File: src/rtl/divclk_monitor_pkg.sv
// Shared types for the divided-clock monitor: FSM state encoding, fault codes
// and the fault-priority helper.
package divclk_monitor_pkg;

  typedef enum logic [1:0] {
    IDLE   = 2'd0,
    MEAS   = 2'd1,
    LOCKED = 2'd2,
    FAULT  = 2'd3
  } state_e;

  localparam logic [1:0] FC_NONE   = 2'b00;
  localparam logic [1:0] FC_PERIOD = 2'b01;
  localparam logic [1:0] FC_DUTY   = 2'b10;
  localparam logic [1:0] FC_STALL  = 2'b11;

  // A period error outranks a duty error when both are present.
  function automatic logic [1:0] meas_fault_code(input logic period_ok, input logic duty_ok);
    logic [1:0] code;
    if (!period_ok) begin
      code = FC_PERIOD;
    end else if (!duty_ok) begin
      code = FC_DUTY;
    end else begin
      code = FC_NONE;
    end
    return code;
  endfunction

endpackage

File: src/rtl/divclk_monitor_sync_edge.sv
// Two-flop synchronizer followed by a registered rise/fall pulse generator.
// Reusable for any asynchronous 1-bit input; pulses lag the input by 3 clocks.
module divclk_monitor_sync_edge (
  input  logic clk,
  input  logic rst,
  input  logic d,
  output logic rise,
  output logic fall
);

  logic sync1_q, sync1_d;
  logic sync2_q, sync2_d;
  logic prev_q, prev_d;
  logic rise_q, rise_d;
  logic fall_q, fall_d;

  // Next-state for the synchronizer chain and the edge pulses.
  always_comb begin
    sync1_d = d;
    sync2_d = sync1_q;
    prev_d  = sync2_q;
    rise_d  = sync2_q & ~prev_q;
    fall_d  = ~sync2_q & prev_q;
  end

  // Synchronizer and pulse registers.
  always_ff @(posedge clk or negedge rst) begin
    if (!rst) begin
      sync1_q <= 1'b0;
      sync2_q <= 1'b0;
      prev_q  <= 1'b0;
      rise_q  <= 1'b0;
      fall_q  <= 1'b0;
    end else begin
      sync1_q <= sync1_d;
      sync2_q <= sync2_d;
      prev_q  <= prev_d;
      rise_q  <= rise_d;
      fall_q  <= fall_d;
    end
  end

  assign rise = rise_q;
  assign fall = fall_q;

endmodule

File: src/rtl/divclk_monitor.sv
// Divided-clock monitor: measures period and high time of clk_in in clk cycles,
// declares lock after LOCK_N good periods and latches sticky period/duty/stall faults.
module divclk_monitor #(
  parameter int DIV     = 32,
  parameter int TOL     = 1,
  parameter int LOCK_N  = 4,
  parameter int TIMEOUT = 4 * DIV,
  parameter int CNT_W   = 12
) (
  input  logic             clk,
  input  logic             rst,
  input  logic             clk_in,
  input  logic             clear,
  output logic [CNT_W-1:0] period,
  output logic [CNT_W-1:0] high_time,
  output logic             period_valid,
  output logic             locked,
  output logic             fault,
  output logic [1:0]       fault_code
);
  import divclk_monitor_pkg::*;

  localparam logic [CNT_W-1:0] DIV_C  = CNT_W'(DIV);
  localparam logic [CNT_W-1:0] HALF_C = CNT_W'(DIV / 2);
  localparam logic [CNT_W-1:0] TOL_C  = CNT_W'(TOL);
  localparam logic [CNT_W-1:0] TMO_C  = CNT_W'(TIMEOUT);
  localparam logic [3:0]       LOCK_C = 4'(LOCK_N);

  function automatic logic in_tol(input logic [CNT_W-1:0] val, input logic [CNT_W-1:0] ref_val);
    logic [CNT_W-1:0] diff;
    if (val >= ref_val) begin
      diff = val - ref_val;
    end else begin
      diff = ref_val - val;
    end
    return (diff <= TOL_C);
  endfunction

  logic rise_s, fall_s;

  divclk_monitor_sync_edge u_sync_edge (
    .clk  (clk),
    .rst  (rst),
    .d    (clk_in),
    .rise (rise_s),
    .fall (fall_s)
  );

  state_e           state_q, state_d;
  logic [3:0]       good_cnt_q, good_cnt_d;
  logic [1:0]       code_q, code_d;
  logic [CNT_W-1:0] cnt_q, cnt_d;
  logic [CNT_W-1:0] hi_lat_q, hi_lat_d;
  logic [CNT_W-1:0] period_q, period_d;
  logic [CNT_W-1:0] high_time_q, high_time_d;
  logic             valid_q, valid_d;
  logic             locked_q, locked_d;
  logic             fault_q, fault_d;

  logic       meas_s, stall_s;
  logic [1:0] ev_code_s;

  // The first rise after IDLE only starts the count; later rises are measurements.
  // A rise landing on the timeout cycle still counts as an edge.
  always_comb begin
    meas_s    = rise_s && (state_q != IDLE);
    stall_s   = (cnt_q == TMO_C) && !rise_s && (state_q != FAULT);
    ev_code_s = meas_fault_code(in_tol(cnt_q, DIV_C), in_tol(hi_lat_q, HALF_C));
  end

  // Saturating period counter, high-time latch and reported measurement.
  always_comb begin
    cnt_d       = cnt_q;
    hi_lat_d    = hi_lat_q;
    period_d    = period_q;
    high_time_d = high_time_q;
    valid_d     = meas_s;
    if (rise_s) begin
      cnt_d = {{(CNT_W-1){1'b0}}, 1'b1};
    end else if (cnt_q == TMO_C) begin
      cnt_d = cnt_q;
    end else begin
      cnt_d = cnt_q + {{(CNT_W-1){1'b0}}, 1'b1};
    end
    if (fall_s) begin
      hi_lat_d = cnt_q;
    end else begin
      hi_lat_d = hi_lat_q;
    end
    if (meas_s) begin
      period_d    = cnt_q;
      high_time_d = hi_lat_q;
    end else begin
      period_d    = period_q;
      high_time_d = high_time_q;
    end
  end

  // Lock/fault state machine; status outputs are registered with the state.
  always_comb begin
    state_d    = state_q;
    good_cnt_d = good_cnt_q;
    code_d     = code_q;
    case (state_q)
      IDLE: begin
        if (stall_s) begin
          state_d = FAULT;
          code_d  = FC_STALL;
        end else if (rise_s) begin
          state_d    = MEAS;
          good_cnt_d = 4'd0;
        end else begin
          state_d = IDLE;
        end
      end
      MEAS: begin
        if (stall_s) begin
          state_d = FAULT;
          code_d  = FC_STALL;
        end else if (meas_s && (ev_code_s == FC_NONE)) begin
          good_cnt_d = good_cnt_q + 4'd1;
          if ((good_cnt_q + 4'd1) == LOCK_C) begin
            state_d = LOCKED;
          end else begin
            state_d = MEAS;
          end
        end else if (meas_s) begin
          good_cnt_d = 4'd0;
        end else begin
          state_d = MEAS;
        end
      end
      LOCKED: begin
        if (stall_s) begin
          state_d = FAULT;
          code_d  = FC_STALL;
        end else if (meas_s && (ev_code_s != FC_NONE)) begin
          state_d = FAULT;
          code_d  = ev_code_s;
        end else begin
          state_d = LOCKED;
        end
      end
      FAULT: begin
        // A fault arriving with clear wins and refreshes the code.
        if (clear && meas_s && (ev_code_s != FC_NONE)) begin
          code_d = ev_code_s;
        end else if (clear) begin
          state_d    = IDLE;
          code_d     = FC_NONE;
          good_cnt_d = 4'd0;
        end else begin
          state_d = FAULT;
        end
      end
      default: begin
        state_d    = IDLE;
        code_d     = FC_NONE;
        good_cnt_d = 4'd0;
      end
    endcase
    locked_d = (state_d == LOCKED);
    fault_d  = (state_d == FAULT);
  end

  // State and output registers.
  always_ff @(posedge clk or negedge rst) begin
    if (!rst) begin
      state_q     <= IDLE;
      good_cnt_q  <= 4'd0;
      code_q      <= FC_NONE;
      cnt_q       <= {CNT_W{1'b0}};
      hi_lat_q    <= {CNT_W{1'b0}};
      period_q    <= {CNT_W{1'b0}};
      high_time_q <= {CNT_W{1'b0}};
      valid_q     <= 1'b0;
      locked_q    <= 1'b0;
      fault_q     <= 1'b0;
    end else begin
      state_q     <= state_d;
      good_cnt_q  <= good_cnt_d;
      code_q      <= code_d;
      cnt_q       <= cnt_d;
      hi_lat_q    <= hi_lat_d;
      period_q    <= period_d;
      high_time_q <= high_time_d;
      valid_q     <= valid_d;
      locked_q    <= locked_d;
      fault_q     <= fault_d;
    end
  end

  assign period       = period_q;
  assign high_time    = high_time_q;
  assign period_valid = valid_q;
  assign locked       = locked_q;
  assign fault        = fault_q;
  assign fault_code   = code_q;

endmodule

File: config.mk
export PLATFORM = sky130hd
export DESIGN_NAME = divclk_monitor
export DESIGN_NICKNAME = d
export VERILOG_FILES = /design/src/rtl/divclk_monitor_pkg.sv /design/src/rtl/divclk_monitor_sync_edge.sv /design/src/rtl/divclk_monitor.sv
export SDC_FILE = /design/constraint.sdc
export NUM_CORES = 1
export LEC_CHECK = 0
export ABC_CLOCK_PERIOD_IN_PS = 3600
export CELL_PAD_IN_SITES_DETAIL_PLACEMENT = 1
export CELL_PAD_IN_SITES_GLOBAL_PLACEMENT = 2
export CORE_MARGIN = 2
export CORE_UTILIZATION = 38
export CTS_BUF_LIST = sky130_fd_sc_hd__clkbuf_2
export CTS_CLUSTER_DIAMETER = 80
export DETAILED_ROUTE_END_ITERATION = 8
export GPL_TIMING_DRIVEN = 0
export MAX_ROUTING_LAYER = met4
export PLACE_DENSITY = 0.83
export SLEW_MARGIN = 10
export SYNTH_ARGS = -nofsm -noshare
export SYNTH_HDL_FRONTEND = slang
export SYNTH_HIERARCHICAL = 1
export SYNTH_SLANG_ARGS = --single-unit
File: constraint.sdc
create_clock -name clk -period 3.6 [get_ports clk]
set_input_delay 0.72 -clock clk [delete_from_list [all_inputs] [get_ports clk]]
set_output_delay 0.72 -clock clk [all_outputs]
set_load 0.02 [all_outputs]
==> results of run 1 <==
-- Yosys cell counts, types with 2 or more instances --
| cell | n |
|---|---|
| a2111oi_0 | 4 |
| a21oi_1 | 9 |
| a31oi_1 | 2 |
| and2_1 | 2 |
| and3_1 | 2 |
| clkbuf_1 | 18 |
| dfrtp_1 | 64 |
| ha_1 | 11 |
| inv_1 | 17 |
| mux2_2 | 22 |
| nand2_1 | 26 |
| nand2b_1 | 6 |
| nand3_1 | 12 |
| nand4_1 | 2 |
| nand4b_1 | 4 |
| nor2_1 | 22 |
| nor2b_1 | 4 |
| nor3_1 | 6 |
| nor3b_1 | 4 |
| nor4_1 | 2 |
| o21ai_0 | 25 |
| o21ai_1 | 2 |
| o21bai_1 | 3 |
| o22ai_1 | 2 |
| o31ai_1 | 5 |
| or2_2 | 2 |
| or3_1 | 4 |
| or4_1 | 3 |
| or4b_4 | 2 |
| xnor2_1 | 8 |
| xor2_1 | 6 |
-- layer usage --
layer / share of wire, % / routed length, um / up-vias
met5: 0 / 0 / -
met4: 1.5 / 119 / 0
met3: 3.0 / 250 / 11
met2: 47 / 3876 / 44
met1: 48 / 3957 / 1351
li1: - / - / 1286
-- flip-flops by register name, summed over array words and instances, names as in the netlist --
signal and count:
cnt_q 12, fault 1, fault_code 2, good_cnt_q 4
hi_lat_q 12, high_time 12, locked 1, period 12
period_valid 1, state_q 2, u_sync_edge/fall 1, u_sync_edge/prev_d 1
u_sync_edge/prev_q 1, u_sync_edge/rise 1, u_sync_edge/sync1_q 1
-- logic make-up after synthesis --
kind of cell,Yosys count,synth area share (%)
AO/OA/AOI/OAI,71,13.71
XOR/XNOR,14,3.611
adder cells (fa/ha/maj),11,4.053
buffers and inverters,38,4.458
flip-flops,64,47.16
multiplexers,23,7.590
AND/OR/NAND/NOR,114,19.42
-- final cells by class --
cell class	count	share of cell area [%]
clock inverter	7	2.398
sequential	64	39.86
buffer	21	2.180
clock buffer	9	1.121
inverter	17	1.588
multi-input combinational	233	40.89
tap	108	3.363
timing repair buffer	33	8.595
-- layout by cell type, fill, tap and decap left out, drive strengths merged, types with 8 or more instances in the layout --
cell type	count
dfrtp	64
clkdlybuf4s50	31
o21ai	27
clkbuf	27
nand2	26
nor2	22
mux2	22
inv	17
nand3	12
ha	11
a21oi	9
xnor2	8
-- worst reg2reg max path, stage by stage, from the launching register on --
cell and delay (ns):
dfrtp_1 0.50, inv_1 0.18, ha_1 0.24, or4b_4 0.52, nor3b_1 0.37, o2111ai_1 0.18, a32oi_1 0.42, nand4_4 0.19
or4b_4 0.57, a21oi_1 0.14
-- power by group through the flow --
stage / Clock [uW] / Combinational [uW] / Sequential, uW
after floorplan: 0 / 439 / 994
after global placement: 0 / 782 / 930
after CTS: 537 / 806 / 920
final: 517 / 797 / 918
after global routing: 570 / 886 / 942
after detailed placement: 0 / 799 / 935
-- worst max path at each step --
stage                start       endpoint  slack, ns
6_report       hi_lat_q[4]          fault       0.24
5_1_grt        hi_lat_q[5]  good_cnt_q[3]       0.03
2_1_floorplan  hi_lat_q[4]          fault       0.76
4_1_cts        hi_lat_q[5]          fault       0.24
3_3_place_gp           rst  good_cnt_q[0]      -0.34
3_5_place_dp   hi_lat_q[5]          fault       0.28
-- through the flow --
stage	instance area [um2]	std cells	utilization, %	TNS (ns)
2_1_floorplan	3396	335	-	0
3_3_place_gp	3851	475	44.38	-21.51
3_5_place_dp	3876	476	44.67	0
4_1_cts	4018	492	46.29	0
5_1_grt	4018	492	46.29	0
6_report	4018	492	46.29	0
==> reports/results.tsv, run 1 <==
metric	value	unit
Initial DRC Count	62	
via count	2692	
wire per inst	16.67	um
Worst-Skew Late Latency	0.53	ns
period utilization	93.43	%
clk sinks	64	
Seq/Total Area, Yosys	47.16	%
Post-synth EDFFs	0	
All-Layer GR Usage	19.10	%
gr busiest metal	met2	
Via density	5.472	
slew margin rel.	43.67	%
Final min period	3.363	ns
power density over the cells	555.7	nW/um2
GR Util met1	25.24	%
multi-input logic area	1643	um2
number of global-route vias before repair	2831	
YS warnings	6	
status	completed	
syn_nets	350	
worst setup margin	0.2366	ns
Worst-path clk slew	0.21	ns
initial antenna violation count	0	
Root Driver	clkbuf_2	
CTS Hold Bufs	0	
CTS tree	yes	
sequential cell area	1602	um2
Crit Path Max Fanout	6	
Die H	98.53	um
CP Launch Type	register	
Fin Hold WS	0.1439	ns
area grow syn2layout	18.31	%
met2 GRT Util	29.57	%
Net Sw Frac	37.02	%
first-pass GRT wire length	14300	um
crit path max-delay cell type	or4b_4	
Fillers	1001	
crit path capture type	register	
full die area	9708	um2
sequential fraction of design power	41.1	%
Max stage delay on crit path	0.57	ns
RSZ-0062 raised after global routing	no	
LEAKAGE	0.001777	uW
R2R Path Start	hi_lat_q[4]	
crit path DAT	3.84	ns
largest net degree at the start of global routing	65	
layout cells sized above 1	13.54	%
Setup CP Type	reg -> reg	
power consumption	2233	uW
Final Hold Viols	0	
Crit path top cell by count	or4b_4	
diodes inserted	0	
CTS Buf Count	9	
worst reg2reg path depth	9	
Top delay family on crit path	simple AND/OR/NAND/NOR gates	
Pint	1406	uW
Slew Viols, Final	0	
Final HPWL DP	5889	um
Syn Area/Cell	10.14	um2
combinational share of power	35.7	%
HP Class	in -> async	
routed wire length	8202	um
area of the mapped netlist	3396	um2
share of the synthesized area in the top cell type	47.16	%
total gr overflow	0	
measured slew at the worst slew-check pin	0.8393	ns
I/O pin count	33	
WP depth	9	
Main synth FF type	dfrtp_1	
max_cap viols	0	
# setup viols final	0	
NetSw	826.6	uW
I/O Buffers	32	
post-route ant nets	0	
area of the core	8678	um2
maximum clock rate	297.3	MHz
CP required	4.07	ns
area leader, netlist	dfrtp_1	
critical path buffer and inverter count	1	
FF-to-FF End	fault	
Cell variety after synth	65	
GP Congestion	0.8290	
Seq cells post-synth	64	
met3 GRT Util	3.617	%
Post-synth ARST share	100.0	%
VDD IR-drop max	0.0003298	V
Post-CTS Setup Inserts	0	
skew final	0.02823	ns
fin nets	394	
Post-CTS Resized	0	
synthesized instance count	335	
top cells by area, synth	dfrtp_1 47%, mux2_2 7.3%, ha_1 4.1%, o21ai_0 3.7%, nand2_1 2.9%	
Cell Chain, Critical Path	inv_1, ha_1, or4b_4, nor3b_1, o2111ai_1, a32oi_1, nand4_4, or4b_4, a21oi_1	
DR pass1 iterations	4	
Clk pwr share	23.2	%
R2R setup slack	0.24	ns
row cnt	34	
Post-Place Setup Slack	0.2750	ns
DR DRC count	0	
CTS Buffer Depth	2	
Die W	98.53	um
H-tree levels	3	
Starting Density	39.13	%
(Power assumes the default switching activity.)
==> run 2: changes to the inputs <==
--- a/config.mk
+++ b/config.mk
@@ -9,13 +9,15 @@
 export CELL_PAD_IN_SITES_DETAIL_PLACEMENT = 1
 export CELL_PAD_IN_SITES_GLOBAL_PLACEMENT = 2
 export CORE_MARGIN = 2
-export CORE_UTILIZATION = 38
+export CORE_UTILIZATION = 40
 export CTS_BUF_LIST = sky130_fd_sc_hd__clkbuf_2
 export CTS_CLUSTER_DIAMETER = 80
+export CTS_CLUSTER_SIZE = 25
 export DETAILED_ROUTE_END_ITERATION = 8
+export DONT_BUFFER_PORTS = 1
 export GPL_TIMING_DRIVEN = 0
 export MAX_ROUTING_LAYER = met4
-export PLACE_DENSITY = 0.83
+export PLACE_DENSITY = 0.78
 export SLEW_MARGIN = 10
 export SYNTH_ARGS = -nofsm -noshare
 export SYNTH_HDL_FRONTEND = slang
==> run 2 against run 1 <==
Against the previous run: design area down 8.6%; first-iteration DRC count grew 35%; critical endpoint unchanged; setup slack gained 0.012 ns; combinational power decreased by 25%.
==> reports/results.tsv, run 2 (synthesis gave the netlist of run 1 again) <==
metric	value	unit	change
status	completed		
total gr overflow	0		unchanged
wire per inst	17.79	um	+6.7%
VDD IR-drop max	0.0003439	V	+4.3%
CTS Buf Count	9		unchanged
Crit Path Max Fanout	8		+2
DR pass1 iterations	4		unchanged
Worst-path clk slew	0.20	ns	about the same
clk sinks	64		unchanged
first-pass GRT wire length	13730	um	-4.0%
LEAKAGE	0.001644	uW	-7.5%
crit path max-delay cell type	a2111oi_0		
via count	2567		-4.6%
R2R setup slack	0.25	ns	about the same
crit path DAT	3.78	ns	-0.06 ns
routed wire length	8148	um	-0.66%
area grow syn2layout	8.180	%	
measured slew at the worst slew-check pin	0.7327	ns	-0.1066 ns
met2 GRT Util	31.54	%	+2.0 points
Slew Viols, Final	0		unchanged
Crit path top cell by count	a2111oi_0		
Finished Core Util	44.71	%	-1.6 points
Post-CTS Setup Inserts	0		unchanged
Root Driver	clkbuf_2		
Die H	96.14	um	-2.4%
slew margin rel.	50.83	%	+7.2 points
Die W	96.14	um	-2.4%
HP Class	in -> reg		
most frequent cells in the layout	64 x dfrtp_1, 26 x nand2_1, 25 x o21ai_0		
Hold Path End	u_sync_edge/sync1_q		
CTS tree	yes		
power density over the cells	544.8	nW/um2	-2.0%
DR DRC count	0		unchanged
R2R Path Start	cnt_q[6]		
fin nets	363		-7.9%
largest net degree at the start of global routing	65		unchanged
row cnt	33		-2.9%
Post-Place Setup Slack	0.2421	ns	-0.03293 ns
worst reg2reg path depth	10		+1
Starting Density	41.33	%	+2.2 points
Via density	5.605		+2.4%
I/O Buffers	0		-100%
Final HPWL DP	5793	um	-1.6%
Cell Chain, Critical Path	clkbuf_1, inv_1, ha_1, nand2b_1, a2111oi_0, a2111oi_0, o211a_1, nand4_4, or4b_4, a21oi_1		
Worst-Skew Late Latency	0.51	ns	-0.02 ns
HP Start	clk_in		
diodes inserted	0		unchanged
# setup viols final	0		unchanged
CP required	4.03	ns	-0.04 ns
Initial DRC Count	84		+35%
period utilization	93.08	%	-0.35 points
FF-to-FF End	fault		
GP Congestion	0.7992		-3.6%
full die area	9242	um2	-4.8%
worst setup margin	0.2490	ns	+0.01243 ns
RSZ-0062 raised after global routing	no		
leading cell type in the layout, fill and taps excluded	dfrtp_1		
Final Hold Viols	0		unchanged
I/O pin count	33		unchanged
number of global-route vias before repair	2704		-4.5%
worst hold stages	0		
CP Launch Type	register		
H-tree levels	3		unchanged
layout cells sized above 1	14.73	%	+1.2 points
met3 GRT Util	4.699	%	+1.1 points
area of the core	8217	um2	-5.3%
All-Layer GR Usage	20.14	%	+1.0 points
gr busiest metal	met2		
max_cap viols	0		unchanged
Setup TNS	0	ns	unchanged
initial antenna violation count	0		unchanged
post-route ant nets	0		unchanged
Setup CP Type	reg -> reg		
maximum clock rate	298.4	MHz	+0.37%
Max stage delay on crit path	0.57	ns	about the same
crit path capture type	register		
Final min period	3.351	ns	-0.01243 ns
skew final	0.02823	ns	+0.000006900 ns
GR Util met1	25.48	%	+0.24 points
CTS Buffer Depth	2		unchanged
==> run 2: changes by cell type in the layout (fill, tap and decap cells not counted), sizes merged <==
cell,before,now
buf,5,4
bufinv,2,0
clkinv,2,1
dlygate4sd3,0,1
inv,17,19
clkinvlp,3,4
clkdlybuf4s50,31,0
==> run 2: per-layer routing <==
layer  share of wire [%]  wire length [um]
met5                   0                 0
met4                 1.3               108
met3                 3.1               256
met2                  47              3856
met1                  48              3927
==> run 2: final cells by class <==
| class | instances | area, um2 |
|---|---|---|
| Fill cell | 935 | 4543 |
| Multi-Input combinational cell | 233 | 1650 |
| Sequential cell | 64 | 1602 |
| Tap cell | 105 | 131.4 |
| Buffer | 21 | 87.58 |
| Inverter | 17 | 63.81 |
| Clock inverter | 7 | 56.30 |
| Clock buffer | 9 | 45.04 |
| Timing Repair Buffer | 2 | 37.54 |
==> run 2: worst max-delay path by stage <==
stage               slack (ns)  cells after the start         from      to
floorplan                 0.76                      9  hi_lat_q[4]   fault
global placement          0.31                      9  hi_lat_q[4]  locked
detailed placement        0.24                      9  hi_lat_q[5]   fault
CTS                       0.17                      9  hi_lat_q[4]   fault
global route              0.06                      9  hi_lat_q[4]   fault
finish                    0.25                     10     cnt_q[6]   fault
==> run 2: critical path, delay by kind of cell, from the launching register on <==
family	cells	cell delay (ns)
simple gates	3	0.88
buf+inv	2	0.58
compound gates	4	1.13
flops	1	0.39
fa+ha+maj	1	0.31
==> run 2: through the flow <==
stage,cells,power [uW],area [um2],hold WS [ns]
global route,458,2150,3674,0.1615
CTS,457,2019,3656,0.009299
detailed placement,440,1598,3527,0.3364
finish,458,2001,3674,0.2300
floorplan,335,1433,3396,0.3312
global placement,440,1576,3527,0.3344
==> run 2: power by group <==
group          leakage (uW)  internal [uW]  switching (uW)
sequential         0.000853            832             182
clock             0.0000512           95.4             298
combinational      0.000740            241             354
total               0.00164           1170             834
==> run 2: what timing repair did <==
| item | CTS | global route |
|---|---|---|
| gates resized for setup | 0 | 1 |
| hold buffers | 1 | 1 |
| endpoints found under the setup margin | 0 | 1 |
| hold endpoints to repair | 64 | 14 |
==> run 3: changes to the inputs <==
--- a/config.mk
+++ b/config.mk
@@ -5,20 +5,19 @@
 export SDC_FILE = /design/constraint.sdc
 export NUM_CORES = 1
 export LEC_CHECK = 0
-export ABC_CLOCK_PERIOD_IN_PS = 3600
+export ABC_CLOCK_PERIOD_IN_PS = 2980
 export CELL_PAD_IN_SITES_DETAIL_PLACEMENT = 1
 export CELL_PAD_IN_SITES_GLOBAL_PLACEMENT = 2
 export CORE_MARGIN = 2
-export CORE_UTILIZATION = 40
+export CORE_UTILIZATION = 38
 export CTS_BUF_LIST = sky130_fd_sc_hd__clkbuf_2
 export CTS_CLUSTER_DIAMETER = 80
 export CTS_CLUSTER_SIZE = 25
 export DETAILED_ROUTE_END_ITERATION = 8
 export DONT_BUFFER_PORTS = 1
-export GPL_TIMING_DRIVEN = 0
 export MAX_ROUTING_LAYER = met4
 export PLACE_DENSITY = 0.78
-export SLEW_MARGIN = 10
+export SLEW_MARGIN = 40
 export SYNTH_ARGS = -nofsm -noshare
 export SYNTH_HDL_FRONTEND = slang
 export SYNTH_HIERARCHICAL = 1
==> constraint.sdc (replaced) <==
create_clock -name clk -period 2.98 [get_ports clk]
set_input_delay 0.596 -clock clk [delete_from_list [all_inputs] [get_ports clk]]
set_output_delay 0.596 -clock clk [all_outputs]
set_load 0.02 [all_outputs]
==> run 3 against run 2 <==
Against the previous run: register-to-register slack worse by 0.23 ns; design area increased by 5.9%; die area increased by 5.0%; clock skew is 0.0098 ns higher; highest routed layer unchanged.
==> reports/results.tsv, run 3 (synthesis gave the netlist of run 1 again) <==
metric	value	unit	change
skew final	0.03800	ns	+0.009764 ns
GP Congestion	0.8128		+1.7%
largest net degree at the start of global routing	65		unchanged
Final HPWL DP	5725	um	-1.2%
Worst-Skew Late Latency	0.53	ns	+0.02 ns
Cell Chain, Critical Path	inv_2, ha_4, or4b_4, or4_4, o21ai_2, and3_4, nand4_4, or4b_4, a21oi_2		
row cnt	34		+3.0%
I/O Buffers	0		unchanged
Crit Path Max Fanout	6		-2
wire per inst	18.00	um	+1.2%
clk sinks	64		unchanged
R2R Path Start	hi_lat_q[4]		
Root Driver	clkbuf_2		
CP Launch Type	register		
first-pass GRT wire length	14270	um	+3.9%
Fillers	1007		+7.7%
All-Layer GR Usage	19.08	%	-1.1 points
worst reg2reg path depth	9		-1
I/O pin count	33		unchanged
DR pass1 iterations	5		+1
Crit path top cell by count	or4b_4		
Slew Viols, Final	0		unchanged
Final Hold Viols	0		unchanged
fin nets	373		+2.8%
R2R setup slack	0.02	ns	-0.23 ns
DR DRC count	0		unchanged
most frequent cells in the layout	63 x dfrtp_1, 31 x buf_4, 26 x nand2_1		
Via density	5.471		-2.4%
Worst-path clk slew	0.23	ns	+0.03 ns
via count	2577		+0.39%
measured slew at the worst slew-check pin	0.6336	ns	-0.09912 ns
WP depth	9		-1
VDD IR-drop max	0.0003094	V	-10%
FF-to-FF End	fault		
period utilization	99.32	%	+6.2 points
diodes inserted	0		unchanged
Initial DRC Count	95		+13%
Setup CP Type	reg -> reg		
full die area	9708	um2	+5.0%
CTS Buf Count	9		unchanged
Finished Core Util	44.84	%	+0.13 points
routed wire length	8477	um	+4.0%
area of the core	8678	um2	+5.6%
Final min period	2.960	ns	-0.3912 ns
power density over the cells	656.9	nW/um2	+21%
Starting Density	39.13	%	-2.2 points
Top delay family on crit path	simple AND/OR/NAND/NOR gates		
layout cells sized above 1	25.34	%	+11 points
HP Class	in -> reg		
crit path capture type	register		
LEAKAGE	0.001783	uW	+8.5%
area grow syn2layout	14.59	%	
status	completed		
initial antenna violation count	0		unchanged
max_cap viols	0		unchanged
CTS tree	yes		
Fin Hold WS	0.1017	ns	-0.1283 ns
# setup viols final	0		unchanged
RSZ-0062 raised after global routing	yes		
crit path max-delay cell type	or4b_4		
leading cell type in the layout, fill and taps excluded	dfrtp_1		
H-tree levels	3		unchanged
number of global-route vias before repair	2733		+1.1%
critical path buffer and inverter count	1		-1
Max stage delay on crit path	0.58	ns	about the same
total gr overflow	0		unchanged
Die H	98.53	um	+2.5%
crit path DAT	3.40	ns	-0.38 ns
Die W	98.53	um	+2.5%
maximum clock rate	337.9	MHz	+13%
CTS Buffer Depth	2		unchanged
CP required	3.42	ns	-0.61 ns
post-route ant nets	0		unchanged
slew margin rel.	57.76	%	+6.9 points
crit path to	fault		
Worst setup startpoint	hi_lat_q[4]		
run 3: layout make-up:
class	count	area [um2]	share of cell area, %
Clock inverter	7	71.32	1.833
Inverter	17	63.81	1.640
Clock buffer	9	45.04	1.158
Sequential cell	64	1603	41.19
Multi-Input combinational cell	233	1703	43.76
Tap cell	108	135.1	3.473
Timing Repair Buffer	33	270.3	6.945
run 3: layer usage:
layer | vias up | global-route usage (%) | wire length, um
met4 | 0 | 5.585 | 99
met5 | - | - | 0
met1 | 1289 | 25.97 | 4098
li1 | 1241 | - | -
met3 | 9 | 4.184 | 263
met2 | 38 | 28.78 | 4014
run 3: how the worst min path moves through the flow:
stage	cells after the start	slack, ns	end	start
after floorplan	0	0.30	cnt_q[0]	rst
after global placement	0	0.30	period[8]	rst
after detailed placement	0	0.30	period[8]	rst
after CTS	0	0.06	u_sync_edge/sync1_q	clk_in
after global routing	0	0.03	u_sync_edge/sync1_q	clk_in
final	0	0.10	u_sync_edge/sync1_q	clk_in
run 3: stage by stage:
step	std cells	TNS, ns	worst slack, ns	cell area (um2)	total power [uW]
2_1_floorplan	335	0	0.1441	3396	1731
3_3_place_gp	446	0	0.07558	3627	1925
3_5_place_dp	446	-0.1037	-0.06892	3627	1943
4_1_cts	467	0	0.001116	3826	2546
5_1_grt	471	-0.2151	-0.08205	3891	2737
6_report	471	0	0.02023	3891	2556
run 3: power breakdown:
| group | leakage, uW | internal, uW | switching, uW |
|---|---|---|---|
| registers | 0.000851 | 1000 | 248 |
| logic | 0.000868 | 350 | 410 |
| clock network | 0.0000643 | 192 | 351 |
run 3: repair_timing:
action,in CTS,in global routing
buffers inserted,3,4
hold buffers,2,0
cloned,0,0
endpoints found under the hold margin,64,0
pin swaps,2,5
setup endpoints to repair,6,8
resized for setup,5,8
